[src/rtl/uart_rx_if.sv]
// Receiver-side signal bundle for uart_rx: the master side drives tick, line and ack,
// the slave side (uart_rx) returns the received word, its flags and status.
interface uart_rx_if #(
    parameter int DATA_WIDTH = 8
);
    logic                  os_tick;
    logic                  rx_serial;
    logic                  data_ack;
    logic [DATA_WIDTH-1:0] data_out;
    logic                  data_valid;
    logic                  parity_err;
    logic                  frame_err;
    logic                  overrun;
    logic                  busy;

    modport master (
        output os_tick, rx_serial, data_ack,
        input  data_out, data_valid, parity_err, frame_err, overrun, busy
    );

    modport slave (
        input  os_tick, rx_serial, data_ack,
        output data_out, data_valid, parity_err, frame_err, overrun, busy
    );
endinterface

[src/rtl/uart_rx.sv]
// Oversampling UART receiver: start, LSB-first data, even parity, stop; valid/ack holding register.
// Optional macro UART_RX_MAJORITY_EN: 2-of-3 majority vote around each bit centre.
module uart_rx #(
    parameter int DATA_WIDTH = 8,
    parameter int OVERSAMPLE = 16
) (
    input logic      clk,
    input logic      rst,
    uart_rx_if.slave bus
);
    localparam int TW = (OVERSAMPLE > 2) ? $clog2(OVERSAMPLE) : 1;
    localparam int BW = (DATA_WIDTH > 1) ? $clog2(DATA_WIDTH) : 1;
`ifdef UART_RX_MAJORITY_EN
    localparam int START_LAST = OVERSAMPLE / 2;
`else
    localparam int START_LAST = OVERSAMPLE / 2 - 1;
`endif
    localparam logic [TW-1:0] START_LAST_C = TW'(START_LAST);
    localparam logic [TW-1:0] BIT_LAST_C   = TW'(OVERSAMPLE - 1);
    localparam logic [BW-1:0] DATA_LAST_C  = BW'(DATA_WIDTH - 1);

    typedef enum logic [2:0] {IDLE, START, DATA, PARITY, STOP} state_e;

    state_e                state_q;
    logic                  rx_meta_q, rx_s_q, armed_q;
    logic [TW-1:0]         tick_cnt_q;
    logic [BW-1:0]         bit_cnt_q;
    logic [DATA_WIDTH-1:0] shift_q, shift_d;
    logic                  perr_q;
    logic [DATA_WIDTH-1:0] data_out_q;
    logic                  data_valid_q, parity_err_q, frame_err_q, overrun_q;
    logic                  bit_val, bit_tick, in_frame_bit, commit;

    // NOTE: the synchroniser resets to the idle line level so reset release never looks like a start bit.
    always_ff @(posedge clk) begin
        if (rst) begin
            rx_meta_q <= 1'b1;
            rx_s_q    <= 1'b1;
        end else begin
            rx_meta_q <= bus.rx_serial;
            rx_s_q    <= rx_meta_q;
        end
    end

`ifdef UART_RX_MAJORITY_EN
    logic [1:0] hist_q;

    // Last two os_tick samples; combined with the current one they form the centre-1/centre/centre+1 vote.
    always_ff @(posedge clk) begin
        if (rst)              hist_q <= 2'b11;
        else if (bus.os_tick) hist_q <= {hist_q[0], rx_s_q};
    end

    assign bit_val = (hist_q[1] & hist_q[0]) | (hist_q[1] & rx_s_q) | (hist_q[0] & rx_s_q);
`else
    assign bit_val = rx_s_q;
`endif

    assign in_frame_bit = (state_q == DATA) || (state_q == PARITY) || (state_q == STOP);
    assign bit_tick     = bus.os_tick && in_frame_bit && (tick_cnt_q == BIT_LAST_C);
    assign shift_d      = {bit_val, shift_q[DATA_WIDTH-1:1]};
    assign commit       = bit_tick && (state_q == STOP);

    // NOTE: all sequential state uses non-blocking assignments so every flop sees pre-edge values.
    always_ff @(posedge clk) begin
        if (rst) begin
            state_q    <= IDLE;
            armed_q    <= 1'b0;
            tick_cnt_q <= '0;
            bit_cnt_q  <= '0;
            shift_q    <= '0;
            perr_q     <= 1'b0;
        end else begin
            if (bus.os_tick && in_frame_bit)
                tick_cnt_q <= bit_tick ? '0 : tick_cnt_q + 1'b1;

            case (state_q)
                IDLE: begin
                    if (rx_s_q) armed_q <= 1'b1;
                    if (bus.os_tick && armed_q && !rx_s_q) begin
                        state_q    <= START;
                        tick_cnt_q <= '0;
                    end
                end
                START: begin
                    if (bus.os_tick) begin
                        if (tick_cnt_q == START_LAST_C) begin
                            tick_cnt_q <= '0;
                            bit_cnt_q  <= '0;
                            state_q    <= bit_val ? IDLE : DATA;
                        end else begin
                            tick_cnt_q <= tick_cnt_q + 1'b1;
                        end
                    end
                end
                DATA: begin
                    if (bit_tick) begin
                        shift_q <= shift_d;
                        if (bit_cnt_q == DATA_LAST_C) state_q   <= PARITY;
                        else                          bit_cnt_q <= bit_cnt_q + 1'b1;
                    end
                end
                PARITY: begin
                    if (bit_tick) begin
                        perr_q  <= bit_val ^ (^shift_q);
                        state_q <= STOP;
                    end
                end
                STOP: begin
                    // Disarm so a line stuck low after a bad stop bit cannot start a false frame.
                    if (bit_tick) begin
                        state_q <= IDLE;
                        armed_q <= 1'b0;
                    end
                end
                default: state_q <= IDLE;
            endcase
        end
    end

    always_ff @(posedge clk) begin
        if (rst) begin
            data_out_q   <= '0;
            data_valid_q <= 1'b0;
            parity_err_q <= 1'b0;
            frame_err_q  <= 1'b0;
            overrun_q    <= 1'b0;
        end else if (commit) begin
            data_out_q   <= shift_q;
            parity_err_q <= perr_q;
            frame_err_q  <= ~bit_val;
            data_valid_q <= 1'b1;
            if (data_valid_q && !bus.data_ack) overrun_q <= 1'b1;
        end else if (bus.data_ack && data_valid_q) begin
            data_valid_q <= 1'b0;
            overrun_q    <= 1'b0;
        end
    end

    assign bus.data_out   = data_out_q;
    assign bus.data_valid = data_valid_q;
    assign bus.parity_err = parity_err_q;
    assign bus.frame_err  = frame_err_q;
    assign bus.overrun    = overrun_q;
    assign bus.busy       = (state_q != IDLE);
endmodule
[src/flat_wrapper.sv]
// flat-port wrapper written by rule: the top's interface ports become plain ports
module uart_rx_flat 
#(
    parameter int DATA_WIDTH = 8,
    parameter int OVERSAMPLE = 16
)
  (clk, rst, bus_os_tick, bus_rx_serial, bus_data_ack, bus_data_out, bus_data_valid, bus_parity_err, bus_frame_err, bus_overrun, bus_busy);
  uart_rx_if #(.DATA_WIDTH(DATA_WIDTH)) bus_i ();
  input logic clk;
  input logic rst;
  input wire logic [$bits(bus_i.os_tick)-1:0] bus_os_tick;
  input wire logic [$bits(bus_i.rx_serial)-1:0] bus_rx_serial;
  input wire logic [$bits(bus_i.data_ack)-1:0] bus_data_ack;
  output wire logic [$bits(bus_i.data_out)-1:0] bus_data_out;
  output wire logic [$bits(bus_i.data_valid)-1:0] bus_data_valid;
  output wire logic [$bits(bus_i.parity_err)-1:0] bus_parity_err;
  output wire logic [$bits(bus_i.frame_err)-1:0] bus_frame_err;
  output wire logic [$bits(bus_i.overrun)-1:0] bus_overrun;
  output wire logic [$bits(bus_i.busy)-1:0] bus_busy;
  assign bus_i.os_tick = bus_os_tick;
  assign bus_i.rx_serial = bus_rx_serial;
  assign bus_i.data_ack = bus_data_ack;
  assign bus_data_out = bus_i.data_out;
  assign bus_data_valid = bus_i.data_valid;
  assign bus_parity_err = bus_i.parity_err;
  assign bus_frame_err = bus_i.frame_err;
  assign bus_overrun = bus_i.overrun;
  assign bus_busy = bus_i.busy;
  uart_rx #(.DATA_WIDTH(DATA_WIDTH), .OVERSAMPLE(OVERSAMPLE)) u_core (.clk(clk), .rst(rst), .bus(bus_i));
endmodule
[config.mk]
export PLATFORM = sky130hd
export DESIGN_NAME = uart_rx_flat
export DESIGN_NICKNAME = d
export VERILOG_FILES = /design/src/rtl/uart_rx_if.sv /design/src/rtl/uart_rx.sv /design/src/flat_wrapper.sv
export SDC_FILE = /design/constraint.sdc
export NUM_CORES = 1
export LEC_CHECK = 0
export ABC_CLOCK_PERIOD_IN_PS = 3550
export CORE_MARGIN = 2
export CORE_UTILIZATION = 50
export CTS_CLUSTER_SIZE = 10
export DETAILED_ROUTE_END_ITERATION = 8
export PLACE_DENSITY = 0.72
export SLEW_MARGIN = 20
export SYNTH_ARGS = -nofsm -noshare
export SYNTH_HDL_FRONTEND = slang
export SYNTH_SLANG_ARGS = --single-unit
[constraint.sdc]
create_clock -name clk -period 3.55 [get_ports clk]
set_input_delay 0.71 -clock clk [delete_from_list [all_inputs] [get_ports clk]]
set_output_delay 0.71 -clock clk [all_outputs]
set_load 0.02 [all_outputs]
==> results.tsv, run 1 <==
stage	metric	value	unit
global_route	grt_max_degree	20	
synthesis	synth_warnings	0	
clock_tree	clkTransAtPathRegs	100	ps
power_and_ir_drop	p_per_area	344.4	mW/mm²
critical_path	cp-start-kind	flip-flop	
power_and_ir_drop	ir_worst_vdd	0.2377	mV
sta	rsz0062_at_grt	false	
global_route	grt_overflow	0	
critical_path	critPathKind	flip-flop to output port	
clock_tree	cts_buffers	5	
sta	slew_violations	0	
sta	max_slew_margin	53.98	%
routing	num_vias	1328	
critical_path	timing.rr.end	u_core.state_q[1]	
placed_design	placed_area	0.001803	mm²
finish	area_delta_synth_final	11.45	%
critical_path	worstPathBufferInverterCount	2	
hold_path	worstHoldPathCells	1	
sta	finalCritPeriodShare	71.27	%
die	die_h	61.82	µm
critical_path	r2r_cells	6	
die	coreArea	0.003128	mm²
synthesis	synthCells	188	
global_route	gr-usage-all-layers	19.60	%
placed_design	place_ws	783.1	ps
die	rows	20	
hold_path	hold_path.class	flip-flop to flip-flop	
synthesis	synth-edff-count	0	
finish	layoutNonFillerInstCount	246	
sta	setup_viol	0	
synthesis	synth_flop_cell	dfxtp_1	
clock_tree	clock_sinks	34	
critical_path	critPathTopFamily	buffers and inverters	
critical_path	reg2reg_from	u_core.tick_cnt_q[0]	
clock_tree	cts_tree	built	
critical_path	crit_path_max_incr_delay	640	ps
routing	ant_nets	0	
critical_path	cp_slowest_cell	dfxtp_1	
synthesis	synth.distinct_cells	46	
finish	num-fill-cells	302	
critical_path	ff2ff_setup_slack	1280	ps
finish	drive_gt1_share	8.416	%
die	die-area	0.003822	mm²
sta	fin_ws	1020	ps
synthesis	ys_ff_latch	34	
sta	whs	418.3	ps
finish	n_antenna_cell	0	
placed_design	dp_cells	238	
die	die_w	61.82	µm
routing	wirelength	3157	µm
placed_design	gp_congestion	0.8627	
clock_tree	htree_levels	2	
hold_path	holdCritStartpoint	u_core.rx_meta_q	
placed_design	dp.final_hpwl	2184	µm
clock_tree	cts.path.max_buffers	2	
routing	drt_pre_antenna_iters	4	
synthesis	ys_seq_area_share	40.72	%
global_route	grt_antenna_before_repair	0	
sta	worst_slew_pin_slew	685.2	ps
routing	wl_per_cell	12.83	µm
sta	hold_violations	0	
placed_design	io_buffers	17	
synthesis	synthArstFlopShare	0	%
critical_path	cp.arrival	1820	ps
critical_path	crit_chain	nor3_1 -> inv_1 -> clkdlybuf4s50_1	
clock_tree	cts_setup_buffers	0	
critical_path	end_kind	output port	
global_route	grt_pass1_vias	1212	
sta	fin_skew	5.827	ps
finish	nets	209	
clock_tree	cts-root-buf	clkbuf_4	
routing	drc	0	
global_route	grt_pass1_wl	5471	µm
outcome	status	finished clean	
hold_path	min_to	u_core.bit_val	
die	ioPinCount	18	
job	drv_cap	0	
sta	setup_tns	0	ps
synthesis	synth_nets	196	
synthesis	syn_area	0.001672	mm²
routing	drt_iter0_markers	80	
sta	maxClockFrequency	395.2	MHz
die	start_util	53.44	%
clock_tree	hold_buffers	0	
clock_tree	cts_resized	0	
critical_path	worstPathRequired	2840	ps
synthesis	avgSynthCellArea	8.892	µm²
clock_tree	clk_latency	340	ps
critical_path	path_max_fanout	14	
power_and_ir_drop	leakagePower	0.6152	nW
routing	via_per_inst	5.398	
finish	final_area	0.001863	mm²
sta	period_needed	2530	ps
-- metrics by stage --
| stage | utilization (%) | power, mW |
|---|---|---|
| 3_3_place_gp | 57.64 | 0.4224 |
| 5_1_grt | 59.56 | 0.6679 |
| 6_report | 59.56 | 0.6416 |
| 3_5_place_dp | 57.64 | 0.4232 |
| 2_1_floorplan | - | 0.4167 |
| 4_1_cts | 59.56 | 0.6483 |
-- layer usage --
layer | vias up | global-route usage, % | part of all wire, %
met3 | 7 | 5.797 | 3.5
met1 | 623 | 23.85 | 47
li1 | 677 | - | -
met2 | 21 | 31.88 | 48
met4 | 0 | 9.119 | 1.8
met5 | - | 0 | 0
-- power by group --
part	internal, mW	switching [mW]	total, mW
Clock	0.0959	0.131	0.227
Combinational	0.0125	0.0141	0.0266
Sequential	0.384	0.00393	0.388
-- worst reg2reg max path: stages, from the launching register on --
cell and delay [ps]:
dfxtp_1 450, ha_1 340, inv_2 80, o31a_1 330, a2111o_1 440, or3b_1 380
a21oi_1 170
-- synth_stat cells, types with 2 or more instances --
library cell	n	area, µm²
dfxtp_1	34	680.7
nand2_1	26	97.59
a21oi_1	20	100.1
nor2_1	19	71.32
mux2i_1	12	120.1
and2_1	5	31.28
nand3_1	5	25.02
o21ai_0	5	25.02
xnor2_1	5	43.79
buf_6	4	45.04
clkbuf_1	4	15.01
ha_1	3	37.54
nand3b_1	3	22.52
nor2b_1	3	18.77
nor3_1	3	15.01
nor3b_1	3	22.52
clkbuf_8	2	27.53
inv_2	2	7.510
or2_2	2	12.51
or3_1	2	12.51
-- flip-flops by register name, indices dropped and copies added (netlist names) --
register               count
u_core.bus.data_out        8
u_core.shift_q             8
u_core.tick_cnt_q          4
u_core.bit_cnt_q           3
u_core.state_q             3
u_core.armed_q             1
u_core.bit_val             1
u_core.bus.data_valid      1
u_core.bus.frame_err       1
u_core.bus.overrun         1
u_core.bus.parity_err      1
u_core.perr_q              1
u_core.rx_meta_q           1
-- worst max-delay path by stage --
stage	startpoint	endpoint	slack, ps	cells after the start
6_report	u_core.state_q[0]	bus_busy	1020	3
5_1_grt	u_core.state_q[0]	bus_busy	890	3
4_1_cts	u_core.state_q[0]	bus_busy	1010	3
3_5_place_dp	bus_os_tick	u_core.state_q[1]	780	6
3_3_place_gp	bus_os_tick	u_core.state_q[1]	860	6
2_1_floorplan	bus_os_tick	u_core.state_q[1]	1490	6
-- cells by family (layout without fill, tap and decap cells) --
group / count (synthesis) / in the layout / share of synthesized area (%)
simple gates: 80 / 80 / 25.07
compound gates: 37 / 37 / 13.55
flops: 34 / 34 / 40.72
buf+inv: 15 / 29 / 6.736
mux: 12 / 12 / 7.186
xor+xnor: 7 / 7 / 4.491
fa+ha+maj: 3 / 3 / 2.246
-- layout by cell type, fill, tap and decap left out, types with 2 or more instances in the layout --
master and n:
a21oi_1 20, and2_1 5, clkbuf_4 5, clkdlybuf4s50_1 17
dfxtp_1 34, ha_1 3, inv_2 2, mux2i_1 12
nand2_1 26, nand3_1 5, nand3b_1 3, nor2_1 19
nor2b_1 3, nor3_1 3, nor3b_1 3, o21ai_0 5
or2_2 2, or3_1 2, xnor2_1 5
-- area by class of cell --
| cell class | count | area (µm²) | area share, % |
|---|---|---|---|
| repair buffers | 18 | 177.7 | 9.537 |
| multi-input cells | 139 | 878.3 | 47.15 |
| well taps | 44 | 55.05 | 2.955 |
| clock buffers | 7 | 55.05 | 2.955 |
| inverters | 3 | 11.26 | 0.6044 |
| flip-flops and latches | 34 | 680.7 | 36.53 |
| clock inverters | 1 | 5.005 | 0.2686 |
No activity file was read; power rests on OpenSTA's default activity.
==> run 2, diff against run 1 <==
--- a/config.mk
+++ b/config.mk
@@ -5,7 +5,7 @@
 export SDC_FILE = /design/constraint.sdc
 export NUM_CORES = 1
 export LEC_CHECK = 0
-export ABC_CLOCK_PERIOD_IN_PS = 3550
+export ABC_CLOCK_PERIOD_IN_PS = 2600
 export CORE_MARGIN = 2
 export CORE_UTILIZATION = 50
 export CTS_CLUSTER_SIZE = 10
==> constraint.sdc (replaced) <==
create_clock -name clk -period 2.6 [get_ports clk]
set_input_delay 0.52 -clock clk [delete_from_list [all_inputs] [get_ports clk]]
set_output_delay 0.52 -clock clk [all_outputs]
set_load 0.02 [all_outputs]
==> results.tsv, run 2 (synthesis gave the netlist of run 1 again) <==
stage	metric	value	unit	change
placed_design	dp.final_hpwl	2392	µm	+9.5%
sta	worst_slew_pin_slew	494.1	ps	-191.0 ps
power_and_ir_drop	p_sw	0.1968	mW	+32%
clock_tree	cts-root-buf	clkbuf_4		
global_route	grt_pass1_wl	5554	µm	+1.5%
placed_design	gp_congestion	0.9000		+4.3%
sta	maxClockFrequency	429.1	MHz	
placed_design	placed_area	0.001826	mm²	+1.2%
global_route	grt_overflow	0		unchanged
power_and_ir_drop	leakagePower	0.6350	nW	+3.2%
finish	drive_gt1_share	9.268	%	+0.85 points
finish	layout_common_cells	dfxtp_1 (34), nand2_1 (26), a21oi_1 (20)		
critical_path	crit_chain	nor3_1 -> inv_1 -> clkdlybuf4s50_1		
global_route	grt_max_degree	29		+45%
sta	max_slew_margin	67.01	%	+13 points
routing	wl_per_cell	13.67	µm	+6.5%
clock_tree	cts_setup_buffers	0		unchanged
critical_path	worstPathBufferInverterCount	2		unchanged
finish	final_area	0.001901	mm²	+2.0%
critical_path	cp.arrival	1810	ps	about the same
die	die_w	61.82	µm	unchanged
clock_tree	hold_buffers	0		unchanged
power_and_ir_drop	ir_worst_vdd	0.3115	mV	+31%
critical_path	critPathTopFamily	buffers and inverters		
power_and_ir_drop	clkPwrFrac	39.8	%	+4.4 points
global_route	gr-usage-all-layers	19.91	%	+0.32 points
clock_tree	cts_tree	built		
die	ioPinCount	18		unchanged
routing	num_vias	1382		+4.1%
critical_path	end_kind	output port		
power_and_ir_drop	power.share.combinational	4.1	%	about the same
outcome	status	finished clean		
routing	drt_iter0_markers	123		+54%
global_route	grt_pass1_vias	1237		+2.1%
sta	slew_violations	0		unchanged
clock_tree	htree_levels	2		unchanged
finish	num-fill-cells	280		-7.3%
critical_path	cp-start-kind	flip-flop		
routing	drc	0		unchanged
sta	setup_tns	0	ps	unchanged
clock_tree	cts_buffers	5		unchanged
critical_path	crit_path_max_incr_delay	640	ps	about the same
power_and_ir_drop	p_per_area	496.6	mW/mm²	+44%
die	die_h	61.82	µm	unchanged
routing	drt_pre_antenna_iters	4		unchanged
hold_path	hold_path.class	flip-flop to flip-flop		
critical_path	worstPathRequired	2080	ps	-760 ps
sta	period_needed	2331	ps	
sta	hold_violations	0		unchanged
die	die-area	0.003822	mm²	unchanged
job	drv_cap	0		unchanged
power_and_ir_drop	sw_frac_of_total	20.86	%	-2.4 points
die	coreArea	0.003128	mm²	unchanged
sta	setup_viol	0		unchanged
routing	via_per_inst	5.550		+2.8%
sta	finalCritPeriodShare	89.64	%	
sta	fin_skew	3.995	ps	-1.832 ps
die	start_util	53.44	%	unchanged
die	rows	20		unchanged
sta	rsz0062_at_grt	false		
routing	ant_nets	0		unchanged
critical_path	cp_slowest_cell	dfxtp_1		
finish	nets	212		+1.4%
power_and_ir_drop	p_seq_share	56.1	%	-4.3 points
finish	area_delta_synth_final	13.70	%	
routing	wirelength	3403	µm	+7.8%
clock_tree	clk_latency	330	ps	about the same
clock_tree	cts.path.max_buffers	2		unchanged
clock_tree	clock_sinks	34		unchanged
finish	n_antenna_cell	0		unchanged
critical_path	path_max_fanout	14		unchanged
global_route	grt_antenna_before_repair	0		unchanged
finish	layout_commonest_cell	dfxtp_1		
clock_tree	clkTransAtPathRegs	100	ps	about the same
placed_design	io_buffers	17		unchanged
clock_tree	cts_resized	0		unchanged
power_and_ir_drop	power.internal	0.7469	mW	+52%
critical_path	critPathKind	flip-flop to output port		
-- run 2: cell count changes in the layout (fill, tap and decap cells not counted), sizes merged --
cell and delta:
buf +3, bufinv +1, clkinv -1
-- run 2: layer usage --
metal  track usage (%)  wire length [µm]
met5                 0                 0
met3             5.590               120
met4             7.903                61
met1             23.78              1482
met2             33.83              1739
-- run 2: final timing paths --
path,startpoint,end,slack (ps),depth (start not counted)
worst min-delay path,u_core.rx_meta_q,u_core.bit_val,430,1
worst max-delay path,u_core.state_q[0],bus_busy,270,3
worst max register to register,u_core.tick_cnt_q[0],u_core.state_q[1],390,6
worst min register to register,u_core.rx_meta_q,u_core.bit_val,430,1
-- run 2: stage by stage --
stage | utilization [%] | hold slack (ps) | std cells | worst slack (ps) | total power [mW]
after detailed placement | 58.36 | 400.8 | 241 | 173.3 | 0.5802
after global routing | 60.76 | 452.5 | 249 | 123.4 | 0.9862
after global placement | 58.36 | 398.9 | 241 | 260.7 | 0.5793
after floorplan | - | 389.5 | 188 | 622.9 | 0.5689
final | 60.76 | 428.5 | 249 | 269.5 | 0.9438
after CTS | 60.76 | 434.6 | 249 | 269.5 | 0.9533
-- run 2: final cells by class --
class	count	area [µm²]	area share [%]
Tap cell	44	55.05	2.897
Multi-Input combinational cell	139	878.3	46.21
Inverter	3	11.26	0.5925
Clock inverter	1	30.03	1.580
Timing Repair Buffer	21	200.2	10.53
Sequential cell	34	680.7	35.81
Clock buffer	7	45.04	2.370
-- run 2: power by group through the flow --
stage,Sequential (mW),Clock (mW),Combinational (mW)
5_1_grt,0.531,0.413,0.0427
3_3_place_gp,0.541,0,0.0381
2_1_floorplan,0.539,0,0.0302
4_1_cts,0.529,0.385,0.0389
3_5_place_dp,0.541,0,0.0388
6_report,0.529,0.375,0.0389
-- run 2: worst reg2reg max path, cell delays in order, from the launching register on --
cell and delay (ps):
dfxtp_1 440, ha_1 330, inv_2 70, o31a_1 330, a2111o_1 440, or3b_1 390
a21oi_1 150
